`config.mk`:
```
export PLATFORM = sky130hd
export DESIGN_NAME = io_panel
export DESIGN_NICKNAME = d
export VERILOG_FILES = /design/src/rtl/io_panel.sv
export SDC_FILE = /design/constraint.sdc
export NUM_CORES = 1
export LEC_CHECK = 0
export CAP_MARGIN = 25
export CORE_MARGIN = 10
export CORE_UTILIZATION = 45
export CTS_CLUSTER_SIZE = 12
export DETAILED_ROUTE_END_ITERATION = 8
export PLACE_DENSITY = 0.7
export REMOVE_ABC_BUFFERS = 1
export SLEW_MARGIN = 20
export SYNTH_ARGS = -nofsm -noshare
export SYNTH_HDL_FRONTEND = slang
export SYNTH_SLANG_ARGS = --single-unit
```
`constraint.sdc`:
```
create_clock -name clk -period 3.34 [get_ports clk]
set_input_delay 0.334 -clock clk [delete_from_list [all_inputs] [get_ports clk]]
set_output_delay 0.334 -clock clk [all_outputs]
set_load 0.02 [all_outputs]
```
`src/rtl/io_panel.sv`:
```
`default_nettype none
// ============================================================================
// Module   : io_panel
// Purpose  : Memory-mapped front panel for the CPU data bus. Four writable
//            LED digit registers (0xFC-0xFF) are scanned onto an active-low
//            4-digit 7-segment display, and three synchronised, debounced
//            push buttons are readable at 0xFB.
// Revision : 1.0 - initial release
// ============================================================================
module io_panel #(
  parameter logic [15:0] SCAN_DIV   = 16'd50000,
  parameter logic [19:0] DEB_CYCLES = 20'd500000
) (
  input  logic       clk,
  input  logic       rst_n,
  input  logic [7:0] addr,
  input  logic [7:0] wdata,
  input  logic       we,
  output logic [7:0] rdata,
  input  logic [2:0] btn,
  output logic [7:0] seg_n,
  output logic [3:0] an_n
);

  localparam logic [7:0]  ADDR_BTN  = 8'hFB;
  localparam logic [5:0]  DIG_PAGE  = 6'b111111;   // addresses 0xFC..0xFF
  localparam logic [15:0] SCAN_LAST = SCAN_DIV - 16'd1;
  // The cycle in which a new candidate is captured is already the first
  // stable cycle, so the terminal count is two below DEB_CYCLES. This makes
  // deb change exactly DEB_CYCLES cycles after sync last changed.
  localparam logic [19:0] DEB_LAST  = DEB_CYCLES - 20'd2;

  logic [3:0][7:0] digit;
  logic [2:0]      sync1;
  logic [2:0]      sync2;
  logic [2:0]      cand;
  logic [2:0]      deb;
  logic [19:0]     deb_cnt;
  logic [15:0]     scan_cnt;
  logic [1:0]      idx;

  // Digit registers: stores to 0xFC..0xFF land in D0..D3.
  always_ff @(posedge clk or negedge rst_n) begin
    if (!rst_n) begin
      digit <= {4{8'hFF}};
    end else if (we && (addr[7:2] == DIG_PAGE)) begin
      digit[addr[1:0]] <= wdata;
    end
  end

  // Two-flop synchroniser for the asynchronous button inputs.
  always_ff @(posedge clk or negedge rst_n) begin
    if (!rst_n) begin
      sync1 <= 3'b000;
      sync2 <= 3'b000;
    end else begin
      sync1 <= btn;
      sync2 <= sync1;
    end
  end

  // Vector debouncer: deb follows sync only after it has been stable long enough.
  always_ff @(posedge clk or negedge rst_n) begin
    if (!rst_n) begin
      cand    <= 3'b000;
      deb     <= 3'b000;
      deb_cnt <= 20'd0;
    end else if (sync2 != cand) begin
      cand    <= sync2;
      deb_cnt <= 20'd0;
    end else if (deb_cnt == DEB_LAST) begin
      deb     <= cand;
    end else begin
      deb_cnt <= deb_cnt + 20'd1;
    end
  end

  // Scan timer: dwell SCAN_DIV cycles per digit, then advance the index.
  always_ff @(posedge clk or negedge rst_n) begin
    if (!rst_n) begin
      scan_cnt <= 16'd0;
      idx      <= 2'd0;
    end else if (scan_cnt == SCAN_LAST) begin
      scan_cnt <= 16'd0;
      idx      <= idx + 2'd1;
    end else begin
      scan_cnt <= scan_cnt + 16'd1;
    end
  end

  // Registered display drive: anode and segments always update together.
  always_ff @(posedge clk or negedge rst_n) begin
    if (!rst_n) begin
      seg_n <= 8'hFF;
      an_n  <= 4'b1111;
    end else begin
      an_n  <= ~(4'b0001 << idx);
      seg_n <= digit[idx];
    end
  end

  // Zero-wait-state read decode; only the button page returns data.
  always_comb begin
    rdata = 8'h00;
    if (addr == ADDR_BTN) begin
      rdata = {5'b00000, deb};
    end
  end

endmodule
`default_nettype wire

```
==> flow_summary.json <==
{
  "status": "complete, no violations",
  "r2r_cells": 4,
  "p_comb_frac": 0.057,
  "ys_ff_latch": 94,
  "ir_drop_v": 0.000215,
  "wl_um": 7950,
  "swShare": 0.252,
  "synth-compound-area-share": 0.0397,
  "async_flop_share": 1.00,
  "synth_most_common_cell": "dfrtp_1",
  "layout_min_cycle_time_ps": 2540,
  "synth-xor-area-share": 0.0470,
  "syn_area_mm2": 0.00429,
  "place_congestion": 0.764,
  "p_leak_nw": 1.99,
  "synth_fa_ha_area_frac": 0.0204,
  "nets": 404,
  "io_buffers": 36,
  "seq_area_frac_synth": 0.561,
  "cts_buffers": 9,
  "fp.coreArea_mm2": 0.00924,
  "power_frac_seq": 0.584,
  "rr_startpoint": "deb_cnt[14]$_DFFE_PN0P_",
  "drive_above_1_share": 0.305,
  "fp.dieArea_mm2": 0.0138,
  "grt_pass1_vias": 2824,
  "hold_viol_final": 0,
  "track_usage": 0.120,
  "cp.arrival_ps": 2200,
  "grt_antenna_before_repair": 0,
  "fin_tns_setup_ps": 0,
  "pwr-share-clk": 0.358,
  "finalPower_mw": 2.05,
  "drt_pre_antenna_iters": 4,
  "max_stage_delay_ps": 610,
  "cp_slowest_cell": "clkdlybuf4s50_1",
  "grt_setup_unrepaired": "false",
  "htreeDepth": 3,
  "fin_worst_skew_ps": 14.9,
  "synth_cell_types": 48,
  "cts_sinks": 94,
  "rr_endpoint": "deb[2]$_DFFE_PN0P_",
  "fin_crit_sh": 0.760,
  "setup_viol": 0,
  "synth_top_family_by_area": "simple AND/OR/NAND/NOR gates",
  "p_per_area_mw_per_mm2": 414,
  "diodes": 0,
  "critPathKind": "input port to primary output",
  "cts.path.max_buffers": 2,
  "regToRegSetupSlack_ps": 1130,
  "wire_per_inst_um": 15.6,
  "dr_total_vias": 2643,
  "fmax_mhz": 394,
  "yosys_warnings": 0,
  "ctsResizeCount": 0,
  "synthMuxAreaShare": 0.144,
  "netlist_top_cells_area": "dfrtp_1, dfstp_2, mux2_2",
  "crit_path_end_kind": "primary output",
  "critPathMaxFanout": 4,
  "cts_tree": "done",
  "critPathLaunchType": "input port",
  "fill_cells": 783,
  "yosysTopAreaCell": "dfrtp_1",
  "hp-class": "input port to async pin",
  "synth_cells": 337,
  "synth_ff_type": "dfrtp_1",
  "final_max_slew_viol_count": 0,
  "ios": 42,
  "cap_violations": 0,
  "path_clk_slew_ps": 100,
  "cts_setup_buffers": 0,
  "die_h_um": 118,
  "grt_max_degree": 76,
  "final_antenna_net_count": 0,
  "start_util": 0.464,
  "root_buffer": "clkbuf_8",
  "synthToLayoutAreaGrowth_pct": 15.7,
  "drt_iter0_drc": 229,
  "fp.dieW_um": 118,
  "yosys-top-cells-count": "dfrtp_1, dfstp_2, mux2_2, nand2_1, nor2_1",
  "holdBufCountCts": 0,
  "worstPathCellList": "clkdlybuf4s50_1 -> nand2_1 -> nor4_1 -> and2_1 -> clkdlybuf4s50_1",
  "intPower_mw": 1.54,
  "yosys.area_share.simple": 0.159,
  "clock_latency_ps": 370,
  "synth_top_area_frac": 0.292,
  "dp_hpwl_um": 5650,
  "switchingPower_uw": 518,
  "max_slew.worst_pin.slew_ps": 916,
  "synth-edff-count": 0,
  "drt-vias-per-instance": 5.19,
  "maxSlewHeadroom": 0.390,
  "fp-row-count": 35,
  "gr-total-overflow": 0,
  "grt_pass1_wl_um": 13900,
  "synth.avg_cell_area_um2": 12.7,
  "drc": 0,
  "cpMostUsedCell": "clkdlybuf4s50_1",
  "crit_required_ps": 3010
}
[metrics by stage]
step / cells / util / instance area, um^2 / worst slack (ps) / hold WS [ps]
after global placement: 493 / 0.516 / 4770 / 810 / 336
after CTS: 509 / 0.537 / 4960 / 770 / 123
final: 509 / 0.537 / 4960 / 802 / 73.5
after global routing: 509 / 0.537 / 4960 / 625 / 153
after detailed placement: 493 / 0.516 / 4770 / 770 / 337
after floorplan: 324 / - / 4220 / 798 / 38.4
[cell families after synthesis]
| logic type | Yosys count |
|---|---|
| buffers and inverters | 27 |
| adders and majority gates | 7 |
| other | 1 |
| muxes | 46 |
| DFF | 94 |
| and+or+nand+nor | 113 |
| AOI/OAI and AO/OA | 26 |
| xor gates and xnor gates | 23 |
[metal layers]
layer / GRT usage / wire length, um
met3: 0.0369 / 338
met5: 0 / 0
met2: 0.203 / 4140
met1: 0.143 / 3390
met4: 0.0371 / 77
[cells in the final DEF (no fill, tap or decap), types with 4 or more instances in the layout]
cell | synthesis | final
dfrtp_1 | 50 | 50
clkdlybuf4s50_1 | 0 | 35
buf_4 | 5 | 5
mux4_2 | 8 | 8
nor3_1 | 6 | 6
nand4_1 | 9 | 9
dfstp_2 | 44 | 44
and2_1 | 5 | 5
inv_1 | 10 | 10
nand3_1 | 14 | 14
nand2_1 | 19 | 19
xor2_1 | 14 | 14
ha_1 | 7 | 7
nor4_1 | 6 | 6
nor2_1 | 17 | 17
a21oi_1 | 8 | 8
conb_1 | 1 | 5
o21ai_0 | 8 | 8
clkbuf_8 | 0 | 9
and4_1 | 4 | 4
mux2_2 | 32 | 32
or3_1 | 5 | 5
and3_1 | 6 | 6
xnor2_1 | 9 | 9
[layout make-up]
cell class                 instances  area, um^2  share of cell area
clock buffer                       9         124              0.0250
clock inverter                     7        68.8              0.0139
inverter                          10        37.5             0.00756
multi-input combinational        220        1780               0.358
sequential                        94        2410               0.485
tap                              129         161              0.0325
timing repair buffer              40         388              0.0782
[critical path: cells and delay by family]
kind,cells,cell delay [ps]
buffers and inverters,2,1150
and+or+nand+nor,3,720
[power groups by stage]
stage | sequential [mW] | combinational (mW) | clock (mW)
final | 1.20 | 0.118 | 0.736
after floorplan | 1.22 | 0.0443 | 0
after CTS | 1.20 | 0.121 | 0.763
after detailed placement | 1.22 | 0.120 | 0
after global routing | 1.20 | 0.131 | 0.805
after global placement | 1.22 | 0.118 | 0
[worst max-delay path by stage]
| stage | startpoint | to | slack, ps | depth (start not counted) |
|---|---|---|---|---|
| final | addr[0] | rdata[1] | 800 | 5 |
| after global routing | addr[0] | rdata[0] | 630 | 5 |
| after floorplan | scan_cnt[5]$_DFF_PN0_ | scan_cnt[9]$_DFF_PN0_ | 800 | 4 |
| after global placement | addr[0] | rdata[2] | 810 | 5 |
| after CTS | addr[0] | rdata[1] | 770 | 5 |
| after detailed placement | addr[0] | rdata[1] | 770 | 5 |
[sequential cells by signal, indices dropped and copies added, names as in the netlist]
signal / cells
idx: 2
deb_cnt: 20
cand: 3
digit: 32
sync1: 3
an_n: 4
scan_cnt: 16
sync2: 3
deb: 3
seg_n: 8
(Power assumes the default switching activity.)
